==> config.mk <==
export PLATFORM = sky130hd
export DESIGN_NAME = apb_requester
export DESIGN_NICKNAME = d
export VERILOG_FILES = /design/src/rtl/apb_requester.sv
export SDC_FILE = /design/constraint.sdc
export NUM_CORES = 1
export LEC_CHECK = 0
export CAP_MARGIN = 5
export CORE_AREA = 2 2 198 200
export DETAILED_ROUTE_END_ITERATION = 12
export DIE_AREA = 0 0 200 202
export PLACE_DENSITY_LB_ADDON = 0.15
export SLEW_MARGIN = 5
export SYNTH_ARGS = -nofsm -noshare
export SYNTH_HDL_FRONTEND = slang
export SYNTH_SLANG_ARGS = --single-unit
==> constraint.sdc <==
create_clock -name pclk -period 2.6 [get_ports pclk]
set_input_delay 0.26 -clock pclk [delete_from_list [all_inputs] [get_ports pclk]]
set_output_delay 0.26 -clock pclk [all_outputs]
set_load 0.05 [all_outputs]
==> src/rtl/apb_requester.sv <==
// APB requester: a small command FIFO feeding an IDLE/SETUP/ACCESS transfer FSM.
// Each accepted command produces exactly one response; a stalled ACCESS is aborted after TIMEOUT cycles.
module apb_requester #(
  parameter int ADDR_W  = 2,
  parameter int DATA_W  = 32,
  parameter int TIMEOUT = 16,
  parameter int DEPTH   = 4
) (
  input  logic              pclk,
  input  logic              preset,
  input  logic              cmd_valid,
  output logic              cmd_ready,
  input  logic              cmd_write,
  input  logic [ADDR_W-1:0] cmd_addr,
  input  logic [DATA_W-1:0] cmd_wdata,
  output logic              rsp_valid,
  output logic [DATA_W-1:0] rsp_rdata,
  output logic              rsp_err,
  output logic              psel,
  output logic              penable,
  output logic              pwrite,
  output logic [ADDR_W-1:0] paddr,
  output logic [DATA_W-1:0] pwdata,
  input  logic [DATA_W-1:0] prdata,
  input  logic              pready,
  output logic              busy
);

  localparam int PW = (DEPTH > 1) ? $clog2(DEPTH) : 1;
  localparam int CW = $clog2(DEPTH + 1);
  localparam int EW = 1 + ADDR_W + DATA_W;
  localparam logic [CW-1:0] FULL_CNT = CW'(DEPTH);
  localparam logic [7:0]    TMO_LAST = 8'(TIMEOUT - 1);

  typedef enum logic [1:0] {IDLE, SETUP, ACCESS} state_t;

  state_t            state, state_d;
  logic [CW-1:0]     count;
  logic [PW-1:0]     wr_ptr, rd_ptr;
  logic [EW-1:0]     mem [DEPTH];
  logic [EW-1:0]     head;
  logic              head_write;
  logic [ADDR_W-1:0] head_addr;
  logic [DATA_W-1:0] head_wdata;
  logic              push, pop;
  logic [7:0]        wcnt, wcnt_d;
  logic              psel_d, penable_d, pwrite_d, rsp_valid_d, rsp_err_d;
  logic [ADDR_W-1:0] paddr_d;
  logic [DATA_W-1:0] pwdata_d, rsp_rdata_d;

  // Full means full: a same-cycle pop never frees a slot for a push.
  assign cmd_ready  = (count < FULL_CNT);
  assign push       = cmd_valid && cmd_ready;
  assign busy       = (state != IDLE) || (count != '0);
  assign head       = mem[rd_ptr];
  assign head_write = head[EW-1];
  assign head_addr  = head[DATA_W +: ADDR_W];
  assign head_wdata = head[DATA_W-1:0];

  always_ff @(posedge pclk) begin
    if (push) mem[wr_ptr] <= {cmd_write, cmd_addr, cmd_wdata};
  end

  always_ff @(posedge pclk or negedge preset) begin
    if (!preset) begin
      wr_ptr <= '0;
      rd_ptr <= '0;
      count  <= '0;
    end else begin
      if (push) wr_ptr <= wr_ptr + 1'b1;
      if (pop)  rd_ptr <= rd_ptr + 1'b1;
      case ({push, pop})
        2'b10:   count <= count + 1'b1;
        2'b01:   count <= count - 1'b1;
        default: count <= count;
      endcase
    end
  end

  always_comb begin
    state_d     = state;
    pop         = 1'b0;
    psel_d      = psel;
    penable_d   = penable;
    pwrite_d    = pwrite;
    paddr_d     = paddr;
    pwdata_d    = pwdata;
    rsp_valid_d = 1'b0;
    rsp_err_d   = rsp_err;
    rsp_rdata_d = rsp_rdata;
    wcnt_d      = wcnt;
    case (state)
      IDLE: begin
        if (count != '0) begin
          pop       = 1'b1;
          pwrite_d  = head_write;
          paddr_d   = head_addr;
          pwdata_d  = head_write ? head_wdata : '0;
          psel_d    = 1'b1;
          penable_d = 1'b0;
          state_d   = SETUP;
        end
      end
      SETUP: begin
        penable_d = 1'b1;
        wcnt_d    = '0;
        state_d   = ACCESS;
      end
      ACCESS: begin
        // A ready completer wins even on the last allowed wait cycle.
        if (pready) begin
          psel_d      = 1'b0;
          penable_d   = 1'b0;
          rsp_valid_d = 1'b1;
          rsp_err_d   = 1'b0;
          rsp_rdata_d = pwrite ? '0 : prdata;
          state_d     = IDLE;
        end else if (wcnt == TMO_LAST) begin
          psel_d      = 1'b0;
          penable_d   = 1'b0;
          rsp_valid_d = 1'b1;
          rsp_err_d   = 1'b1;
          rsp_rdata_d = '0;
          state_d     = IDLE;
        end else begin
          wcnt_d = wcnt + 8'd1;
        end
      end
      default: state_d = IDLE;
    endcase
  end

  always_ff @(posedge pclk or negedge preset) begin
    if (!preset) begin
      state     <= IDLE;
      psel      <= 1'b0;
      penable   <= 1'b0;
      pwrite    <= 1'b0;
      paddr     <= '0;
      pwdata    <= '0;
      rsp_valid <= 1'b0;
      rsp_err   <= 1'b0;
      rsp_rdata <= '0;
      wcnt      <= '0;
    end else begin
      state     <= state_d;
      psel      <= psel_d;
      penable   <= penable_d;
      pwrite    <= pwrite_d;
      paddr     <= paddr_d;
      pwdata    <= pwdata_d;
      rsp_valid <= rsp_valid_d;
      rsp_err   <= rsp_err_d;
      rsp_rdata <= rsp_rdata_d;
      wcnt      <= wcnt_d;
    end
  end

endmodule
==> run_summary.xml, run 1 <==
<?xml version="1.0" encoding="UTF-8"?>
<metrics>
  <group name="die">
    <metric name="design.portCount" unit="">144</metric>
    <metric name="rows" unit="">72</metric>
    <metric name="starting_density_of_the_core" unit="%">22.7</metric>
    <metric name="core-area" unit="um2">38300</metric>
    <metric name="die_x" unit="um">200</metric>
    <metric name="dieArea" unit="um2">40400</metric>
    <metric name="die_height" unit="um">202</metric>
  </group>
  <group name="cts">
    <metric name="cts_buffers" unit="">25</metric>
    <metric name="insertion_delay" unit="ns">0.53</metric>
    <metric name="clkSinkCount" unit="">228</metric>
    <metric name="cts.root.buffer_cell" unit="">sky130_fd_sc_hd__clkbuf_16</metric>
    <metric name="cts_max_level" unit="">1</metric>
    <metric name="clk_transition_reported_paths" unit="ns">0.06</metric>
    <metric name="cts.path.max_buffers" unit="">3</metric>
    <metric name="tritoncts" unit="">built</metric>
  </group>
  <group name="sta">
    <metric name="worst_slew_pin_slew" unit="ns">0.973</metric>
    <metric name="setup_violations" unit="">0</metric>
    <metric name="finalHoldViolCount" unit="">0</metric>
    <metric name="fin_skew" unit="ns">0.0166</metric>
    <metric name="grt_setup_unrepaired" unit="">false</metric>
    <metric name="final.period_utilization" unit="%">92.3</metric>
    <metric name="report.final.slew_viol_count" unit="">0</metric>
    <metric name="slew_headroom" unit="%">34.9</metric>
    <metric name="setup_tns" unit="ns">0</metric>
    <metric name="finalWorstPathRequiredPeriod" unit="ns">2.40</metric>
    <metric name="fmax" unit="MHz">417</metric>
  </group>
  <group name="synth">
    <metric name="dominantRegCellSynth" unit="">sky130_fd_sc_hd__edfxtp_1</metric>
    <metric name="post_synth_inst_count" unit="">510</metric>
    <metric name="synth_sequential_area_ratio" unit="%">73.6</metric>
    <metric name="ys_ff_latch" unit="">228</metric>
    <metric name="synth_cell_types" unit="">40</metric>
    <metric name="mappedNetlistArea" unit="um2">8710</metric>
    <metric name="syn-mean-instance-area" unit="um2">17.1</metric>
    <metric name="synth_nets" unit="">588</metric>
    <metric name="synth-edff-count" unit="">140</metric>
    <metric name="ys.warnings.count" unit="">0</metric>
    <metric name="asyncSetResetFlopFracSynth" unit="%">38.6</metric>
  </group>
  <group name="critical_path">
    <metric name="setup.worst_path.class" unit="">flop to primary output</metric>
    <metric name="critical-path-slowest-cell" unit="">sky130_fd_sc_hd__clkdlybuf4s50_1</metric>
    <metric name="critical_path.startpoint_type" unit="">flop</metric>
    <metric name="cpPeakStageDelay" unit="ns">0.74</metric>
    <metric name="crit_end_category" unit="">primary output</metric>
    <metric name="worst_ep_required_time" unit="ns">2.34</metric>
    <metric name="cp_top_family" unit="">buffers and inverters</metric>
    <metric name="crit_path_cell_trace" unit="">nor3_1 -&gt; nand2_1 -&gt; clkdlybuf4s50_1</metric>
    <metric name="critical_path_buf_inv_count" unit="">1</metric>
    <metric name="worstPathMaxFanout" unit="">3</metric>
    <metric name="arrival_time_worst_endpoint" unit="ns">2.14</metric>
  </group>
  <group name="power">
    <metric name="vdd_drop_max" unit="V">0.000487</metric>
    <metric name="cellLeakagePower" unit="uW">0.00432</metric>
    <metric name="power_density" unit="nW/um2">1200</metric>
  </group>
  <group name="final_layout">
    <metric name="finish.instance_area" unit="um2">11600</metric>
    <metric name="design.final.nets" unit="">750</metric>
    <metric name="flow.area_growth_from_synthesis" unit="%">32.9</metric>
    <metric name="final-seq-area" unit="um2">6410</metric>
    <metric name="post_route_cells_drive_above_1_share" unit="%">15.2</metric>
    <metric name="multi_input_comb_area" unit="um2">2000</metric>
    <metric name="n_fill_cell" unit="">3817</metric>
  </group>
  <group name="route">
    <metric name="postRouteAntennaNets" unit="">0</metric>
    <metric name="routed_via_count" unit="">4942</metric>
    <metric name="detailedRoute.firstPassIterationCount" unit="">4</metric>
    <metric name="totalWireLength" unit="um">21000</metric>
    <metric name="viasPerCell" unit="">4.08</metric>
    <metric name="wl_per_cell" unit="um">17.4</metric>
    <metric name="initialDrtViolationCount" unit="">222</metric>
    <metric name="detail_route.drc_violations" unit="">0</metric>
  </group>
  <group name="grt">
    <metric name="wire_length_of_the_first_global_routing_pass" unit="um">32300</metric>
    <metric name="grtUsageTotal" unit="%">10.4</metric>
    <metric name="pin_count_of_the_biggest_net_entering_global_routing" unit="">71</metric>
    <metric name="antenna_found_initial" unit="">4</metric>
    <metric name="grt_pass1_vias" unit="">5468</metric>
    <metric name="total_overflow_reported_by_the_global_router" unit="">0</metric>
  </group>
  <group name="place">
    <metric name="place.detailed.hpwl" unit="um">13700</metric>
    <metric name="detailed_place.area" unit="um2">10800</metric>
    <metric name="portBuffers" unit="">143</metric>
    <metric name="gp_congestion" unit="">0.729</metric>
  </group>
  <group name="job">
    <metric name="maxCapViolCount" unit="">0</metric>
  </group>
  <group name="min_path">
    <metric name="holdCritPathClass" unit="">input port to asynchronous set/reset pin</metric>
  </group>
  <group name="run_status">
    <metric name="status" unit="">finished, final reports clean</metric>
  </group>
</metrics>
[kinds of logic after synthesis]
logic type | after synthesis | share of synthesized area, %
AO/OA/AOI/OAI | 83 | 7.46
XOR/XNOR | 6 | 0.604
adder cells (fa/ha/maj) | 7 | 1.09
buffers and inverters | 70 | 3.71
flip-flops | 228 | 73.6
multiplexers | 40 | 9.50
AND/OR/NAND/NOR | 76 | 4.05
[report_power, final]
part           internal [uW]  switching (uW)  total (uW)
sequential              4720             416        5130
clock                   1870            1410        3280
combinational           2040            3440        5470
total                   8620            5260       13900
[path summary, 6_finish.rpt]
check                                      endpoint                   start  slack (ns)  cells past startpoint
setup / recovery                               busy    count[0]$_DFFE_PN0P_        0.20                      3
hold / removal                pwdata[1]$_DFFE_PN0P_                  preset        0.29                      2
setup reg to reg             pwdata[29]$_DFFE_PN0P_   rd_ptr[1]$_DFFE_PN0P_        0.53                      6
hold reg to reg              pwdata[23]$_DFFE_PN0P_  pwdata[23]$_DFFE_PN0P_        0.47                      2
max in group asynchronous    pwdata[21]$_DFFE_PN0P_                  preset        1.61                      3
min in group pclk          rsp_rdata[1]$_DFFE_PN0P_               prdata[1]        0.35                      2
[cells in the mapped netlist, types with 2 or more instances]
library cell / instances / area (um2)
sky130_fd_sc_hd__o211ai_1: 2 / 15.0
sky130_fd_sc_hd__inv_2: 2 / 7.51
sky130_fd_sc_hd__nand2b_1: 2 / 12.5
sky130_fd_sc_hd__and3_1: 2 / 12.5
sky130_fd_sc_hd__nor2_1: 4 / 15.0
sky130_fd_sc_hd__a22o_1: 32 / 280
sky130_fd_sc_hd__nand3_1: 5 / 25.0
sky130_fd_sc_hd__a21oi_1: 5 / 25.0
sky130_fd_sc_hd__nand2_1: 51 / 191
sky130_fd_sc_hd__dfrtp_1: 88 / 2200
sky130_fd_sc_hd__mux2i_1: 5 / 50.1
sky130_fd_sc_hd__buf_6: 5 / 56.3
sky130_fd_sc_hd__xnor2_1: 5 / 43.8
sky130_fd_sc_hd__ha_1: 6 / 75.1
sky130_fd_sc_hd__inv_1: 41 / 154
sky130_fd_sc_hd__buf_2: 15 / 75.1
sky130_fd_sc_hd__and2_1: 4 / 25.0
sky130_fd_sc_hd__edfxtp_1: 140 / 4200
sky130_fd_sc_hd__mux4_2: 34 / 766
sky130_fd_sc_hd__o31ai_1: 34 / 255
sky130_fd_sc_hd__clkbuf_1: 6 / 22.5
sky130_fd_sc_hd__o21ai_0: 4 / 20.0
[through the flow]
stage          std cells  hold slack, ns  power [uW]  worst slack [ns]  util (%)
6_report            1210           0.287       13900             0.200      30.2
5_1_grt             1209           0.322       14700            0.0306      30.2
2_1_floorplan        510         -0.0356        8890             0.616         -
4_1_cts             1209           0.290       14200             0.143      30.2
3_5_place_dp        1162           0.297       10800             0.450      28.2
3_3_place_gp        1162           0.278       10700             0.479      28.2
[worst reg2reg max path, stage by stage (launching register included)]
cell and delay, ns:
sky130_fd_sc_hd__dfrtp_2 0.35, sky130_fd_sc_hd__buf_4 0.49, sky130_fd_sc_hd__mux2i_1 0.25, sky130_fd_sc_hd__nand2_1 0.10
sky130_fd_sc_hd__o21ai_4 0.37, sky130_fd_sc_hd__buf_4 0.27, sky130_fd_sc_hd__o31ai_1 0.09
[cell usage in the layout, fill, tap and decap left out, types with 2 or more instances in the layout]
cell                                n
sky130_fd_sc_hd__a21oi_1            5
sky130_fd_sc_hd__a22o_1            32
sky130_fd_sc_hd__and2_2             4
sky130_fd_sc_hd__and3_1             2
sky130_fd_sc_hd__buf_4             18
sky130_fd_sc_hd__clkbuf_1           8
sky130_fd_sc_hd__clkbuf_16         25
sky130_fd_sc_hd__clkbuf_8           3
sky130_fd_sc_hd__clkdlybuf4s50_1  142
sky130_fd_sc_hd__clkinv_1           2
sky130_fd_sc_hd__clkinv_2           6
sky130_fd_sc_hd__dfrtp_1           86
sky130_fd_sc_hd__edfxtp_1         140
sky130_fd_sc_hd__ha_1               6
sky130_fd_sc_hd__inv_1             41
sky130_fd_sc_hd__inv_2              2
sky130_fd_sc_hd__mux2i_1            5
sky130_fd_sc_hd__mux4_2            34
sky130_fd_sc_hd__nand2_1           51
sky130_fd_sc_hd__nand3_1            5
sky130_fd_sc_hd__nor2_1             3
sky130_fd_sc_hd__o211ai_1           2
sky130_fd_sc_hd__o21ai_0            4
sky130_fd_sc_hd__o21ai_4            2
sky130_fd_sc_hd__o31ai_1           34
sky130_fd_sc_hd__xnor2_1            5
[final cells by class]
| class | instances | share of cell area [%] |
|---|---|---|
| Antenna cell | 1 | 0.0216 |
| Timing Repair Buffer | 162 | 13.7 |
| Clock inverter | 10 | 0.562 |
| Multi-Input combinational cell | 212 | 17.3 |
| Inverter | 43 | 1.39 |
| Tap cell | 518 | 5.60 |
| Clock buffer | 36 | 6.02 |
| Sequential cell | 228 | 55.4 |
[metal layers]
metal	track usage (%)	wire length (um)
met4	2.54	481
met1	13.8	9340
met2	16.7	9380
met3	3.07	1750
met5	0	39
[sequential cells by signal (all words and copies together) (netlist names)]
register,cells
wcnt,8
rsp_err,1
pwrite,1
rsp_rdata,32
psel,1
rd_ptr,2
state,2
wr_ptr,2
mem,140
count,3
pwdata,32
paddr,2
penable,1
rsp_valid,1
[repair_timing]
action | CTS | global route
hold buffers | 1 | 0
endpoints found under the hold margin | 33 | 0
setup endpoints to repair | 0 | 0
resized for setup | 0 | 0
buffers inserted | 0 | 0
(Power assumes the default switching activity.)
==> run 2, diff against run 1 <==
--- a/config.mk
+++ b/config.mk
@@ -10,6 +10,7 @@
 export DETAILED_ROUTE_END_ITERATION = 12
 export DIE_AREA = 0 0 200 202
 export PLACE_DENSITY_LB_ADDON = 0.15
+export RECOVER_POWER = 25
 export SLEW_MARGIN = 5
 export SYNTH_ARGS = -nofsm -noshare
 export SYNTH_HDL_FRONTEND = slang
==> run_summary.xml, run 2 (same netlist as run 1, synthesis figures left out) <==
<?xml version="1.0" encoding="UTF-8"?>
<metrics>
  <group name="critical_path">
    <metric name="rrSetupSlack" unit="ns">0.53</metric>
    <metric name="critical-path-slowest-cell" unit="">sky130_fd_sc_hd__clkdlybuf4s50_1</metric>
    <metric name="setup.worst_path.start" unit="">count[0]$_DFFE_PN0P_</metric>
    <metric name="crit_end_category" unit="">primary output</metric>
    <metric name="arrival_time_worst_endpoint" unit="ns">2.14</metric>
    <metric name="r2r-start" unit="">rd_ptr[1]$_DFFE_PN0P_</metric>
    <metric name="setup.worst_path.class" unit="">flop to primary output</metric>
    <metric name="worstPathMaxFanout" unit="">3</metric>
    <metric name="critical_path.startpoint_type" unit="">flop</metric>
    <metric name="worst_ep_required_time" unit="ns">2.34</metric>
    <metric name="cp_top_family" unit="">buffers and inverters</metric>
    <metric name="crit_path_cell_trace" unit="">nor3_1 -&gt; nand2_1 -&gt; clkdlybuf4s50_1</metric>
    <metric name="critical_path_buf_inv_count" unit="">1</metric>
    <metric name="cpPeakStageDelay" unit="ns">0.74</metric>
  </group>
  <group name="final_layout">
    <metric name="design.final.nets" unit="">750</metric>
    <metric name="flow.area_growth_from_synthesis" unit="%">32.9</metric>
    <metric name="n_fill_cell" unit="">3816</metric>
    <metric name="most-common-layout-cells" unit="">140 x sky130_fd_sc_hd__edfxtp_1, 109 x sky130_fd_sc_hd__clkdlybuf4s50_1, 86 x sky130_fd_sc_hd__dfrtp_1</metric>
    <metric name="multi_input_comb_area" unit="um2">2000</metric>
    <metric name="final_common_cell" unit="">sky130_fd_sc_hd__edfxtp_1</metric>
    <metric name="post_layout_nonfiller_instances" unit="">1211</metric>
    <metric name="reg_with_most_ffs" unit="">mem</metric>
    <metric name="leading_registers_by_flop_count" unit="">mem x140, pwdata x32, rsp_rdata x32</metric>
    <metric name="finish.instance_area" unit="um2">11600</metric>
    <metric name="final-seq-area" unit="um2">6410</metric>
    <metric name="largest_reg_flops" unit="">140</metric>
    <metric name="post_route_cells_drive_above_1_share" unit="%">15.2</metric>
    <metric name="final_util" unit="%">30.2</metric>
  </group>
  <group name="route">
    <metric name="viasPerCell" unit="">4.08</metric>
    <metric name="routed_via_count" unit="">4941</metric>
    <metric name="initialDrtViolationCount" unit="">218</metric>
    <metric name="totalWireLength" unit="um">21000</metric>
    <metric name="detailedRoute.firstPassIterationCount" unit="">4</metric>
    <metric name="postRouteAntennaNets" unit="">0</metric>
    <metric name="detail_route.drc_violations" unit="">0</metric>
    <metric name="wl_per_cell" unit="um">17.3</metric>
  </group>
  <group name="place">
    <metric name="portBuffers" unit="">143</metric>
    <metric name="detailed_place.area" unit="um2">10800</metric>
    <metric name="place_inst" unit="">1162</metric>
    <metric name="gp_congestion" unit="">0.729</metric>
    <metric name="place.detailed.hpwl" unit="um">13700</metric>
    <metric name="detailedPlace.worstSlack" unit="ns">0.450</metric>
  </group>
  <group name="cts">
    <metric name="tritoncts" unit="">built</metric>
    <metric name="cts_buffers" unit="">25</metric>
    <metric name="clkSinkCount" unit="">228</metric>
    <metric name="cts.path.max_buffers" unit="">3</metric>
    <metric name="cts_repair_resize_count" unit="">0</metric>
    <metric name="clk_transition_reported_paths" unit="ns">0.06</metric>
    <metric name="insertion_delay" unit="ns">0.53</metric>
    <metric name="cts.root.buffer_cell" unit="">sky130_fd_sc_hd__clkbuf_16</metric>
    <metric name="cts_max_level" unit="">1</metric>
  </group>
  <group name="grt">
    <metric name="pin_count_of_the_biggest_net_entering_global_routing" unit="">71</metric>
    <metric name="wire_length_of_the_first_global_routing_pass" unit="um">32300</metric>
    <metric name="antenna_found_initial" unit="">4</metric>
    <metric name="total_overflow_reported_by_the_global_router" unit="">0</metric>
    <metric name="grt_pass1_vias" unit="">5468</metric>
    <metric name="grtUsageTotal" unit="%">10.4</metric>
  </group>
  <group name="die">
    <metric name="core-area" unit="um2">38300</metric>
    <metric name="design.portCount" unit="">144</metric>
    <metric name="starting_density_of_the_core" unit="%">22.7</metric>
    <metric name="die_height" unit="um">202</metric>
    <metric name="rows" unit="">72</metric>
    <metric name="dieArea" unit="um2">40400</metric>
    <metric name="die_x" unit="um">200</metric>
  </group>
  <group name="sta">
    <metric name="report.final.slew_viol_count" unit="">0</metric>
    <metric name="setup_tns" unit="ns">0</metric>
    <metric name="fin_skew" unit="ns">0.0164</metric>
    <metric name="worst_slew_pin_slew" unit="ns">0.974</metric>
    <metric name="finalHoldViolCount" unit="">0</metric>
    <metric name="fmax" unit="MHz">417</metric>
    <metric name="setup_violations" unit="">0</metric>
    <metric name="final.period_utilization" unit="%">92.3</metric>
    <metric name="finalWorstPathRequiredPeriod" unit="ns">2.40</metric>
    <metric name="final.setup.worst_slack" unit="ns">0.200</metric>
    <metric name="grt_setup_unrepaired" unit="">false</metric>
    <metric name="slew_headroom" unit="%">34.8</metric>
  </group>
  <group name="power">
    <metric name="vdd_drop_max" unit="V">0.000487</metric>
    <metric name="cellLeakagePower" unit="uW">0.00433</metric>
    <metric name="power_density" unit="nW/um2">1200</metric>
  </group>
  <group name="job">
    <metric name="maxCapViolCount" unit="">0</metric>
  </group>
  <group name="run_status">
    <metric name="status" unit="">finished, final reports clean</metric>
  </group>
  <group name="min_path">
    <metric name="holdCritPathClass" unit="">input port to asynchronous set/reset pin</metric>
  </group>
</metrics>
-- run 2: changes by cell type in the layout (fill, tap and decap cells not counted), sizes merged --
cell,delta
clkdlybuf4s50,-33
dlygate4sd3,+33
diode,+1
-- run 2: area by class of cell --
type / count / area share [%]
Sequential cell: 228 / 55.4
Tap cell: 518 / 5.60
Multi-Input combinational cell: 212 / 17.3
Clock inverter: 10 / 0.562
Antenna cell: 2 / 0.0432
Clock buffer: 36 / 6.02
Inverter: 43 / 1.39
Timing Repair Buffer: 162 / 13.7
-- run 2: report_power, final --
group	internal, uW	switching [uW]	total, uW
registers	4720	416	5130
logic	2030	3440	5460
clock network	1870	1410	3280
-- run 2: final timing paths --
path                                            endpoint  cells past startpoint
worst max-delay path                                busy                      3
worst min-delay path               pwdata[1]$_DFFE_PN0P_                      2
worst max register to register    pwdata[29]$_DFFE_PN0P_                      6
worst min register to register    pwdata[23]$_DFFE_PN0P_                      2
max in group asynchronous         pwdata[21]$_DFFE_PN0P_                      3
min in group pclk               rsp_rdata[1]$_DFFE_PN0P_                      2
-- run 2: through the flow --
stage,power [uW],hold WS [ns]
final,13900,0.287
after global routing,14700,0.322
after CTS,14200,0.290
after detailed placement,10800,0.297
after global placement,10700,0.278
after floorplan,8890,-0.0356
-- run 2: what timing repair did --
item	4_1_cts	5_1_grt
hold buffers	1	0
hold endpoints to repair	33	0
setup buffers	0	0
-- run 2: routing by layer --
layer / share of wire [%] / GRT usage [%] / vias up
met1: 44 / 13.8 / 2485
li1: - / - / 2245
met3: 8.5 / 3.07 / 34
met5: 0.19 / 0 / -
met4: 2.3 / 2.54 / 6
met2: 45 / 16.7 / 171
